$ cat config.mk
export PLATFORM = sky130hd
export DESIGN_NAME = dataflow_gate_n
export DESIGN_NICKNAME = d
export VERILOG_FILES = /design/src/rtl/dataflow_pkg.sv /design/src/rtl/dataflow_skid_buf.sv /design/src/rtl/dataflow_gate_n.sv
export SDC_FILE = /design/constraint.sdc
export NUM_CORES = 1
export LEC_CHECK = 0
export BUFFER_PORTS_ARGS = -buffer_cell sky130_fd_sc_hd__buf_2
export CAP_MARGIN = 10
export CORE_ASPECT_RATIO = 1.4
export CORE_MARGIN = 8
export CORE_UTILIZATION = 26
export CTS_CLUSTER_SIZE = 12
export DETAILED_ROUTE_END_ITERATION = 6
export PLACE_DENSITY = 0.8
export SYNTH_ARGS = -nofsm -noshare
export SYNTH_HDL_FRONTEND = slang
export SYNTH_SLANG_ARGS = --single-unit
$ cat constraint.sdc
create_clock -name clk -period 1.5 [get_ports clk]
set_clock_uncertainty 0.2 [all_clocks]
set_input_delay 0.075 -clock clk [delete_from_list [all_inputs] [get_ports clk]]
set_output_delay 0.075 -clock clk [all_outputs]
set_load 0.02 [all_outputs]
$ cat src/rtl/dataflow_pkg.sv
`default_nettype none
// ============================================================================
// Module   : dataflow_pkg
// Brief    : Shared state encoding and counter sizing for dataflow_gate_n.
// Revision : 1.0 - initial release
// ============================================================================
package dataflow_pkg;

    typedef enum logic [0:0] {
        S_SKIP    = 1'b0,
        S_FORWARD = 1'b1
    } gate_state_t;

    function automatic int cnt_width(input int skip);
        return (skip < 1) ? 1 : $clog2(skip + 1);
    endfunction

endpackage
`default_nettype wire

$ cat src/rtl/dataflow_skid_buf.sv
`default_nettype none
// ============================================================================
// Module   : dataflow_skid_buf
// Brief    : Two-entry skid buffer; registered valid/data, full throughput.
// Revision : 1.0 - initial release
// ============================================================================
module dataflow_skid_buf #(
    parameter int WIDTH = 32
) (
    input  logic             clk,
    input  logic             rst_n,
    input  logic             i_valid,
    output logic             o_ready,
    input  logic [WIDTH-1:0] i_data,
    output logic             o_valid,
    input  logic             i_ready,
    output logic [WIDTH-1:0] o_data
);

    logic             r_valid;
    logic [WIDTH-1:0] r_data;
    logic             r_skid_valid;
    logic [WIDTH-1:0] r_skid_data;

    assign o_ready = ~r_skid_valid;
    assign o_valid = r_valid;
    assign o_data  = r_data;

    always_ff @(posedge clk or negedge rst_n) begin
        if (!rst_n) begin
            r_valid      <= 1'b0;
            r_data       <= '0;
            r_skid_valid <= 1'b0;
            r_skid_data  <= '0;
        end else if (!r_skid_valid) begin
            if (!r_valid || i_ready) begin
                r_valid <= i_valid;
                r_data  <= i_valid ? i_data : '0;
            end else if (i_valid) begin
                // output stalled: park the accepted word in the skid slot
                r_skid_valid <= 1'b1;
                r_skid_data  <= i_data;
            end
        end else if (i_ready) begin
            r_valid      <= 1'b1;
            r_data       <= r_skid_data;
            r_skid_valid <= 1'b0;
            r_skid_data  <= '0;
        end
    end

endmodule
`default_nettype wire

$ cat src/rtl/dataflow_gate_n.sv
`default_nettype none
// ============================================================================
// Module   : dataflow_gate_n
// Brief    : Drops the first SKIP condition tokens, then joins NUM_VAL value
//            lanes with the condition stream and eagerly forks the result.
//            Define DATAFLOW_GATE_N_OUTREG_EN to add a skid buffer per output.
// Revision : 1.0 - initial release
// ============================================================================
module dataflow_gate_n
    import dataflow_pkg::*;
#(
    parameter int WIDTH   = 32,
    parameter int NUM_VAL = 2,
    parameter int SKIP    = 1
) (
    input  logic                     clk,
    input  logic                     rst_n,
    input  logic                     restart,
    input  logic [NUM_VAL-1:0]       bv_valid,
    output logic [NUM_VAL-1:0]       bv_ready,
    input  logic [NUM_VAL*WIDTH-1:0] bv_data,
    input  logic                     bc_valid,
    output logic                     bc_ready,
    input  logic                     bc_data,
    output logic [NUM_VAL-1:0]       av_valid,
    input  logic [NUM_VAL-1:0]       av_ready,
    output logic [NUM_VAL*WIDTH-1:0] av_data,
    output logic                     ac_valid,
    input  logic                     ac_ready,
    output logic                     ac_data,
    output logic                     skipping
);

    localparam int                NOUT     = NUM_VAL + 1;
    localparam int                CW       = cnt_width(SKIP);
    localparam gate_state_t       ST_INIT  = (SKIP == 0) ? S_FORWARD : S_SKIP;
    localparam logic [CW-1:0]     CNT_INIT = CW'(SKIP);

    gate_state_t       r_state;
    logic [CW-1:0]     r_cnt;
    logic [NOUT-1:0]   r_done;

    logic              w_fwd;
    logic              w_join;
    logic              w_fire;
    logic [NOUT-1:0]   w_out_valid;
    logic [NOUT-1:0]   w_out_ready;
    logic [NOUT-1:0]   w_acc;

    // restart blocks the join so nothing is accepted or consumed that cycle
    assign w_fwd       = (r_state == S_FORWARD);
    assign w_join      = w_fwd & ~restart & (&bv_valid) & bc_valid;
    assign w_out_valid = {NOUT{w_join}} & ~r_done;
    assign w_acc       = w_out_valid & w_out_ready;
    assign w_fire      = w_join & (&(r_done | w_acc));

    assign bv_ready = {NUM_VAL{w_fire}};
    assign bc_ready = w_fwd ? w_fire : ~restart;
    assign skipping = ~w_fwd;

    always_ff @(posedge clk or negedge rst_n) begin
        if (!rst_n) begin
            r_state <= ST_INIT;
            r_cnt   <= CNT_INIT;
            r_done  <= '0;
        end else if (restart) begin
            r_state <= ST_INIT;
            r_cnt   <= CNT_INIT;
            r_done  <= '0;
        end else if (r_state == S_SKIP) begin
            if (bc_valid) begin
                if (r_cnt == CW'(1)) begin
                    r_state <= S_FORWARD;
                end
                r_cnt <= r_cnt - CW'(1);
            end
        end else if (w_fire) begin
            r_done <= '0;
        end else begin
            r_done <= r_done | w_acc;
        end
    end

`ifdef DATAFLOW_GATE_N_OUTREG_EN
    for (genvar k = 0; k < NUM_VAL; k++) begin : g_lane
        dataflow_skid_buf #(.WIDTH(WIDTH)) u_skid (
            .clk     (clk),
            .rst_n   (rst_n),
            .i_valid (w_out_valid[k]),
            .o_ready (w_out_ready[k]),
            .i_data  (bv_data[k*WIDTH +: WIDTH]),
            .o_valid (av_valid[k]),
            .i_ready (av_ready[k]),
            .o_data  (av_data[k*WIDTH +: WIDTH])
        );
    end

    dataflow_skid_buf #(.WIDTH(1)) u_skid_cond (
        .clk     (clk),
        .rst_n   (rst_n),
        .i_valid (w_out_valid[NUM_VAL]),
        .o_ready (w_out_ready[NUM_VAL]),
        .i_data  (bc_data),
        .o_valid (ac_valid),
        .i_ready (ac_ready),
        .o_data  (ac_data)
    );
`else
    for (genvar k = 0; k < NUM_VAL; k++) begin : g_lane
        assign w_out_ready[k]             = av_ready[k];
        assign av_valid[k]                = w_out_valid[k];
        assign av_data[k*WIDTH +: WIDTH]  = w_out_valid[k] ? bv_data[k*WIDTH +: WIDTH] : '0;
    end

    assign w_out_ready[NUM_VAL] = ac_ready;
    assign ac_valid             = w_out_valid[NUM_VAL];
    assign ac_data              = w_out_valid[NUM_VAL] & bc_data;
`endif

endmodule
`default_nettype wire
==> metrics.yaml, run 1 <==
outcome:
  status: "finished with violations"
  violations: "negative setup slack"
cts:
  cts.sinks: 5
  cts_tree: "yes"
  ctsRootBufferMaster: "clkbuf_8"
  cts_max_level: 1
  clk_latency_ps: 220
  clkTransAtPathRegs_ps: 40
  cts_max_path_buffers: 2
  cts_buffers: 3
timing:
  max_freq_mhz: 580.9
  fin_setup_tns_ps: -12930
  slew_headroom_pct: 84.46
  slew_violations: 0
  layout_worst_path_cycle_share_pct: 114.8
  setup_slack_ps: -221.5
  worst_pin_slew_ps: 232.4
  fin_crit_ps: 1722
  setup_viol: 72
  hold_violations: 0
  rsz0062_at_grt: "true"
yosys:
  syn_avg_cell_area_um2: 7.495
  synth_nets: 176
  synthDistinctLibCells: 22
  ys_ff_latch: 5
  syn-cell-area_um2: 764.5
  ys.warnings.count: 0
  syn_inst: 102
  synth-seq-area-share_pct: 16.53
routing:
  routed_wirelength_mm: 5.979
  viasPerCell: 4.590
  avgRoutedWirePerCell_um: 20.41
  via_count: 1345
  drc_errors: 0
  drtIter0Drc: 50
  ant_nets: 0
  firstDrtPassIters: 4
setup_path:
  critPathMaxStageDelay_ps: 390
  worstSetupPathType: "flip-flop to output port"
  cp-start-kind: "flip-flop"
  slowest_stage: "dfrtp_1"
  worstReg2RegStart: "r_state$_DFF_PN0_"
  r2r_slack_ps: -60
  worst-path-buf-inv: 2
  critPathRequiredTime_ps: 1220
  endpoint_kind: "output port"
  cp_data_arrival_time_ps: 1450
  rr_worst_depth: 5
  critPathMaxFanout: 33
  path_delay_family: "simple AND/OR/NAND/NOR gates"
  r2r_end: "r_done[0]$_DFFE_PN0P_"
  path_cells: "nand4b_4 > nor3_4 > buf_12 > and2_1 > buf_6"
place:
  dp_hpwl_mm: 3.875
  dpl_cell_area_um2: 1567
  portBuffers: 145
  gp_congestion: 0.7506
hold_path:
  hp-start: "bc_valid"
  holdCritPathClass: "primary input to flip-flop"
  holdPathStages: 3
  min_to: "r_cnt$_DFFE_PN1P_"
floorplan:
  ioPinCount: 146
  die_y_um: 80.16
  core_um2: 2849
  start_util_pct: 26.83
  die_w_um: 61.83
  std_cell_rows: 23
  fp.dieArea_um2: 4956
cells_and_area:
  drive_above_1_share_pct: 75.00
  multiInputGateArea_um2: 654.4
  stdcell_area_um2: 2170
  layout_common_cells: "buf_2, buf_6, and2_1"
  diodes: 0
  ff_latch_area_um2: 126.4
  fin_nets: 331
  fillers: 218
  synthToLayoutAreaGrowth_pct: 183.8
  final_common_cell: "buf_2"
flow_run:
  maxCapViolCount: 0
grt:
  track_usage_pct: 22.30
  antenna_found_initial: 0
  grt_pass1_wl_mm: 8.066
  first_global_vias: 1487
  grt_max_degree: 34
  grt_overflow: 0
pwr:
  leakage_nw: 1.171
  vdd_drop_max_mv: 0.5377
  finalPower_w: 0.0006452
  power.density_nw_per_um2: 297.4
[state kept, by name, indices dropped and copies added, names as in the netlist]
name,cells
r_state,1
r_cnt,1
r_done,3
[metrics by stage]
| stage | util [%] | setup WS [ps] | cells | hold WS, ps |
|---|---|---|---|---|
| floorplan | - | 32.16 | 102 | -420.6 |
| global placement | 54.98 | 3.908 | 279 | -307.0 |
| detailed placement | 54.98 | -37.91 | 279 | -306.4 |
| CTS | 75.05 | -188.0 | 293 | 5.467 |
| global route | 76.15 | -274.8 | 293 | 54.17 |
| finish | 76.15 | -221.5 | 293 | 15.71 |
[cells in the mapped netlist]
library cell	instances	area share, %
o2bb2ai_1	1	1.1
inv_1	2	0.98
and2_1	65	53
or2_2	1	0.82
buf_4	2	2.0
buf_2	6	3.9
a21oi_1	2	1.3
o22ai_1	1	0.82
and4b_1	1	1.3
nand4b_4	1	3.1
nor3_2	1	1.3
o21bai_1	1	0.98
nor3_4	2	4.3
dfrtp_1	4	13
a31oi_1	3	2.5
a211oi_1	2	2.0
nand2_1	1	0.49
nor3_1	1	0.65
and3_1	1	0.82
nor2_1	2	0.98
dfstp_2	1	3.4
nor3b_1	1	0.98
[how the worst max path moves through the flow]
stage,endpoint,from,cells past startpoint,slack (ps)
global placement,av_data[48],r_state$_DFF_PN0_,5,4
floorplan,av_data[22],r_state$_DFF_PN0_,4,30
detailed placement,av_data[25],r_state$_DFF_PN0_,5,-40
CTS,av_data[25],r_state$_DFF_PN0_,5,-190
finish,av_data[8],r_state$_DFF_PN0_,5,-220
global route,av_data[8],r_state$_DFF_PN0_,5,-270
[logic make-up (layout without fill, tap and decap cells)]
kind of cell           after synthesis  after routing  share of synthesized area [%]
flip-flops                           5              5                          16.53
buffers and inverters               10            164                          6.874
AND/OR/NAND/NOR                     77             77                          67.92
AO/OA/AOI/OAI                       10             10                          8.675
[final cells by class]
cell class	count	share of cell area, %
timing repair buffer	158	59.46
multi-input combinational	87	30.16
sequential	5	5.825
tap	37	2.134
clock buffer	4	2.076
inverter	2	0.3460
[power breakdown]
group	leakage [nW]	internal, W	switching (W)
sequential	0.0651	0.000143	0.00000498
combinational	1.08	0.000139	0.000106
clock	0.0228	0.000183	0.0000697
total	1.17	0.000464	0.000181
[what timing repair did]
action                                  CTS  global route
resized for setup                       139            10
buffers inserted                          3             0
endpoints found under the setup margin   71            74
hold endpoints to repair                 10             0
pin swaps                                 2             2
hold buffers                              7             0
[per-layer routing]
metal	GRT usage, %	up-vias	routed length, um
li1	-	635	-
met1	17.10	597	1738
met2	45.95	92	3347
met3	5.431	21	615
met4	11.67	0	278
met5	0	-	0
[worst min-delay path: stages]
cell      delay [ps]
buf_2            140
a21oi_1          140
o21bai_1          80
(Power assumes the default switching activity.)
==> inputs of run 2 (changes only) <==
- BUFFER_PORTS_ARGS: -buffer_cell sky130_fd_sc_hd__buf_2 -> -buffer_cell sky130_fd_sc_hd__buf_4
==> run 2 against run 1 <==
The flow still finishes with violations (negative setup slack). First-iteration DRC count down 14%. Sequential power barely moved. Critical path type unchanged. Setup slack worse by 13 ps. Register-to-register slack lost 60 ps. Clock-buffer cell count unchanged. Via count barely moved. Critical path depth did not move. Non-clock buffer count is 1 higher.
==> metrics.yaml, run 2 (synthesized netlist as in run 1, its figures left out) <==
cts:
  cts_max_level: 1  # unchanged
  clk_latency_ps: 230  # was 220 ps
  clkTransAtPathRegs_ps: 30  # was 40 ps
  cts_max_path_buffers: 2  # unchanged
  ctsRootBufferMaster: "clkbuf_8"  # unchanged
  cts.sinks: 5  # unchanged
  cts_buffers: 3  # unchanged
  cts_tree: "yes"  # unchanged
routing:
  routed_wirelength_mm: 6.139  # was 5.979 mm
  viasPerCell: 4.571  # was 4.590
  drc_errors: 0  # unchanged
  drtIter0Drc: 43  # was 50
  ant_nets: 0  # unchanged
  avgRoutedWirePerCell_um: 20.88  # was 20.41 um
  via_count: 1344  # was 1345
  firstDrtPassIters: 4  # unchanged
place:
  dp_hpwl_mm: 4.281  # was 3.875 mm
  dp.cells: 280  # was 279
  gp_congestion: 0.8241  # was 0.7506
  dpl_cell_area_um2: 1937  # was 1567 um^2
  portBuffers: 145  # unchanged
setup_path:
  critPathRequiredTime_ps: 1220  # about the same
  rr_worst_depth: 5  # unchanged
  path_cells: "buf_4 > and4b_2 > nand2_2 > nor3b_2 > buf_4"  # was nand4b_4 > nor3_4 > buf_12 > and2_1 > buf_6
  worst-path-buf-inv: 2  # unchanged
  critPathMaxStageDelay_ps: 400  # was 390 ps
  slowest_stage: "dfrtp_1"  # unchanged
  cp.depth: 5  # unchanged
  path_delay_family: "simple AND/OR/NAND/NOR gates"  # unchanged
  cp_data_arrival_time_ps: 1460  # was 1450 ps
  endpoint_kind: "output port"  # unchanged
  worstSetupPathType: "flip-flop to output port"  # unchanged
  cp-start-kind: "flip-flop"  # unchanged
  critPathMaxFanout: 3  # was 33
  crit_top_cell: "buf_4"
grt:
  track_usage_pct: 21.01  # was 22.30%
  antenna_found_initial: 0  # unchanged
  grt_pass1_wl_mm: 7.659  # was 8.066 mm
  grt_max_degree: 34  # unchanged
  grt_overflow: 0  # unchanged
  first_global_vias: 1324  # was 1487
cells_and_area:
  fillers: 164  # was 218
  largest_reg_flops: 3  # unchanged
  layout_common_cells: "buf_4, buf_6, and2_1"  # was buf_2, buf_6, and2_1
  synthToLayoutAreaGrowth_pct: 212.8  # was 183.8%
  final-instance-count-excl-fill: 294  # was 293
  final_common_cell: "buf_4"  # was buf_2
  reg_top3: "r_done x3, r_cnt x1, r_state x1"  # unchanged
  regMostFlops: "r_done"  # unchanged
  stdcell_area_um2: 2391  # was 2170 um^2
  drive_above_1_share_pct: 75.10  # was 75.00%
  fin_nets: 332  # was 331
  diodes: 0  # unchanged
timing:
  slew_headroom_pct: 82.06  # was 84.46%
  setup_viol: 74  # was 72
  layout_worst_path_cycle_share_pct: 115.6  # was 114.8%
  setup_slack_ps: -234.5  # was -221.5 ps
  whs_ps: 17.55  # was 15.71 ps
  slew_violations: 0  # unchanged
  worst_pin_slew_ps: 267.5  # was 232.4 ps
  hold_violations: 0  # unchanged
  max_freq_mhz: 576.5  # was 580.9 MHz
  fin_setup_tns_ps: -14070  # was -12930 ps
  rsz0062_at_grt: "true"  # unchanged
  fin_crit_ps: 1734  # was 1722 ps
floorplan:
  ioPinCount: 146  # unchanged
  start_util_pct: 26.83  # unchanged
  std_cell_rows: 23  # unchanged
  fp.dieArea_um2: 4956  # unchanged
  die_y_um: 80.16  # unchanged
  core_um2: 2849  # unchanged
  die_w_um: 61.83  # unchanged
pwr:
  vdd_drop_max_mv: 0.5586  # was 0.5377 mV
  leakage_nw: 1.245  # was 1.171 nW
  power.density_nw_per_um2: 295.6  # was 297.4 nW/um^2
hold_path:
  holdCritPathClass: "primary input to flip-flop"  # unchanged
  holdPathStages: 3  # unchanged
outcome:
  status: "finished with violations"  # unchanged
  violations: "negative setup slack"  # unchanged
flow_run:
  maxCapViolCount: 0  # unchanged
[run 2: changes by cell type in the layout (fill, tap and decap cells not counted), sizes merged]
cell         change
buf              +2
dlygate4sd3      -1
[run 2: cell type report]
class                   instances  area, um^2  share of cell area, %
clock buffers                   4       45.04                  1.884
multi-input cells              87       676.9                  28.31
well taps                      37       46.29                  1.936
flip-flops and latches          5       126.4                  5.285
repair buffers                159        1489                  62.27
inverters                       2       7.507                 0.3140
[run 2: metrics by stage]
stage	util (%)	setup slack [ps]	total power (W)
5_1_grt	83.93	-305.4	0.0007330
2_1_floorplan	-	32.16	0.0002120
3_3_place_gp	67.98	50.56	0.0003967
3_5_place_dp	67.98	13.48	0.0004001
4_1_cts	81.91	-199.2	0.0006864
6_report	83.93	-234.5	0.0007068
[run 2: report_power, final]
group          leakage, nW  switching, W  total, W  internal, W
logic                 1.16      0.000108  0.000303     0.000195
registers           0.0651    0.00000584  0.000149     0.000143
clock network       0.0228     0.0000720  0.000255     0.000183
[run 2: worst paths after layout]
kind                              startpoint                     to  slack, ps
max                        r_state$_DFF_PN0_                ac_data       -230
min                                 bc_valid      r_cnt$_DFFE_PN1P_         20
max reg2reg                r_state$_DFF_PN0_  r_done[1]$_DFFE_PN0P_       -120
min reg2reg                r_cnt$_DFFE_PN1P_      r_cnt$_DFFE_PN1P_        370
max in group asynchronous              rst_n      r_state$_DFF_PN0_        340
min in group asynchronous              rst_n      r_cnt$_DFFE_PN1P_        130
[run 2: metal layers]
metal,vias up,global-route usage [%],share of wire [%]
met5,-,0,0
li1,634,-,-
met3,18,5.751,10
met1,605,18.53,30
met4,0,8.009,3.3
met2,87,41.48,56
[run 2: worst min-delay path, delay by kind of cell]
kind	cells	cell delay, ps
AO/OA/AOI/OAI	2	210
buffers and inverters	1	110
[run 2: timing repair]
action	in CTS	in global routing
endpoints found under the setup margin	71	74
pin swaps	6	2
buffers inserted	3	1
endpoints found under the hold margin	10	0
hold buffers	6	0
gates resized for setup	72	10
==> inputs of run 3 (changes only) <==
- CTS_CLUSTER_DIAMETER: default -> 80
- GPL_ROUTABILITY_DRIVEN: default -> 0
- SKIP_CTS_REPAIR_TIMING: default -> 1
==> run 3 against run 2 <==
The flow still finishes with violations (negative setup slack). Critical path type unchanged. Setup slack lost 18 ps. Worst hold slack worse by 15 ps. Die area unchanged. Routed wire length rose by 7.2%. Sequential share of layout area is 0.20 points lower. Power is 0.35% higher. Final area grew 3.9%. Via count up 4.2%. Maximum frequency is 1.0% lower. Register-to-register slack gained 60 ps. Largest power group unchanged. Global-route usage down 3.5 points. Sequential power about the same.
==> metrics.yaml, run 3 (synthesized netlist as in run 1, its figures left out) <==
outcome:
  status: "finished with violations"  # unchanged
  violations: "negative setup slack"  # unchanged
routing:
  avgRoutedWirePerCell_um: 22.16  # was 20.88 um
  drc_errors: 0  # unchanged
  viasPerCell: 4.717  # was 4.571
  drtIter0Drc: 47  # was 43
  firstDrtPassIters: 4  # unchanged
  ant_nets: 0  # unchanged
  via_count: 1401  # was 1344
  routed_wirelength_mm: 6.582  # was 6.139 mm
setup_path:
  slowest_stage: "dfrtp_1"  # unchanged
  path_delay_family: "simple AND/OR/NAND/NOR gates"  # unchanged
  path_cells: "nand4b_4 > nor3_4 > buf_12 > clkbuf_16 > and2_4 > buf_6"  # was buf_4 > and4b_2 > nand2_2 > nor3b_2 > buf_4
  cp.depth: 6  # was 5
  crit_path_end: "av_data[16]"  # was ac_data
  crit_start: "r_state$_DFF_PN0_"  # unchanged
  critPathRequiredTime_ps: 1220  # about the same
  critPathMaxFanout: 8  # was 3
  endpoint_kind: "output port"  # unchanged
  r2r_end: "r_done[1]$_DFFE_PN0P_"  # unchanged
  rr_worst_depth: 5  # unchanged
  cp_data_arrival_time_ps: 1480  # was 1460 ps
  worst-path-buf-inv: 3  # was 2
  r2r_slack_ps: -60  # was -120 ps
  critPathMaxStageDelay_ps: 380  # was 400 ps
  worstSetupPathType: "flip-flop to output port"  # unchanged
  worstReg2RegStart: "r_state$_DFF_PN0_"  # unchanged
  cp-start-kind: "flip-flop"  # unchanged
cells_and_area:
  diodes: 0  # unchanged
  fin_util_pct: 87.22  # was 83.93%
  fin_nets: 335  # was 332
  synthToLayoutAreaGrowth_pct: 225.0  # was 212.8%
  layout_common_cells: "buf_4, buf_6, and2_4"  # was buf_4, buf_6, and2_1
  ff_latch_area_um2: 126.4  # unchanged
  multiInputGateArea_um2: 703.2  # was 676.9 um^2
  regMostFlops: "r_done"  # unchanged
  final_common_cell: "buf_4"  # unchanged
  stdcell_area_um2: 2485  # was 2391 um^2
  largest_reg_flops: 3  # unchanged
  drive_above_1_share_pct: 82.31  # was 75.10%
  reg_top3: "r_done x3, r_cnt x1, r_state x1"  # unchanged
  final-instance-count-excl-fill: 297  # was 294
  fillers: 129  # was 164
grt:
  grt_max_degree: 34  # unchanged
  busiest_layer: "met2"  # unchanged
  met3_usage_pct: 6.390  # was 5.751%
  track_usage_pct: 17.47  # was 21.01%
  grt_pass1_wl_mm: 6.548  # was 7.659 mm
  met1_usage_pct: 16.50  # was 18.53%
  first_global_vias: 1148  # was 1324
  grt_use_met2_pct: 32.43  # was 41.48%
  antenna_found_initial: 0  # unchanged
  grt_overflow: 0  # unchanged
timing:
  rsz0062_at_grt: "true"  # unchanged
  layout_worst_path_cycle_share_pct: 116.8  # was 115.6%
  worst_pin_slew_ps: 253.7  # was 267.5 ps
  hold_violations: 0  # unchanged
  fin_crit_ps: 1752  # was 1734 ps
  setup_slack_ps: -252.4  # was -234.5 ps
  setup_viol: 73  # was 74
  max_freq_mhz: 570.6  # was 576.5 MHz
  slew_headroom_pct: 82.98  # was 82.06%
  slew_violations: 0  # unchanged
pwr:
  power.density_nw_per_um2: 285.4  # was 295.6 nW/um^2
  leakage_nw: 1.304  # was 1.245 nW
  finalPower_w: 0.0007093  # was 0.0007068 W
  vdd_drop_max_mv: 0.5494  # was 0.5586 mV
floorplan:
  die_w_um: 61.83  # unchanged
  die_y_um: 80.16  # unchanged
  fp.dieArea_um2: 4956  # unchanged
  core_um2: 2849  # unchanged
  start_util_pct: 26.83  # unchanged
  std_cell_rows: 23  # unchanged
  ioPinCount: 146  # unchanged
cts:
  clkTransAtPathRegs_ps: 30  # about the same
  cts_max_path_buffers: 2  # unchanged
  cts_max_level: 1  # unchanged
  cts.sinks: 5  # unchanged
  clk_latency_ps: 220  # was 230 ps
  cts_tree: "yes"  # unchanged
  ctsRootBufferMaster: "clkbuf_8"  # unchanged
  cts_buffers: 3  # unchanged
place:
  dp_hpwl_mm: 4.281  # unchanged
  portBuffers: 145  # unchanged
  dp.cells: 280  # unchanged
  dpl_cell_area_um2: 1937  # unchanged
hold_path:
  holdCritPathClass: "primary input to flip-flop"  # unchanged
flow_run:
  maxCapViolCount: 0  # unchanged
-- run 3: worst reg2reg max path: stages (launching register included) --
cell and delay, ps:
dfrtp_1 400, buf_4 150, and4b_2 240, buf_4 150
a31oi_1 210, a211oi_1 80
-- run 3: area by class of cell --
class                           instances  area share (%)
Tap cell                               37           1.863
Multi-Input combinational cell         87           28.30
Inverter                                2          0.3021
Sequential cell                         5           5.086
Clock buffer                            4           1.813
Timing Repair Buffer                  162           62.64
-- run 3: layer usage --
| metal | up-vias | wire length, um |
|---|---|---|
| met5 | - | 0 |
| met4 | 0 | 289 |
| met3 | 21 | 579 |
| met2 | 87 | 3704 |
| met1 | 652 | 2009 |
| li1 | 641 | - |
-- run 3: how the worst min path moves through the flow --
stage	depth (start not counted)	start	to
after floorplan	0	rst_n	r_done[0]$_DFFE_PN0P_
after global placement	1	rst_n	r_done[0]$_DFFE_PN0P_
after detailed placement	1	rst_n	r_done[0]$_DFFE_PN0P_
after CTS	1	rst_n	r_done[1]$_DFFE_PN0P_
after global routing	3	bc_valid	r_cnt$_DFFE_PN1P_
final	3	av_ready[0]	r_done[0]$_DFFE_PN0P_
-- run 3: report_power, final --
group          switching [W]  internal, W
logic               0.000113     0.000199
clock network      0.0000672     0.000182
registers         0.00000485     0.000143
total               0.000185     0.000525
-- run 3: through the flow --
step / hold WS, ps / TNS (ps) / worst slack (ps)
floorplan: -420.6 / 0 / 32.16
global placement: -320.4 / 0 / 50.56
detailed placement: -320.0 / 0 / 13.48
CTS: -556.3 / -14760 / -229.4
global route: 36.48 / -18550 / -322.4
finish: 2.592 / -14160 / -252.4
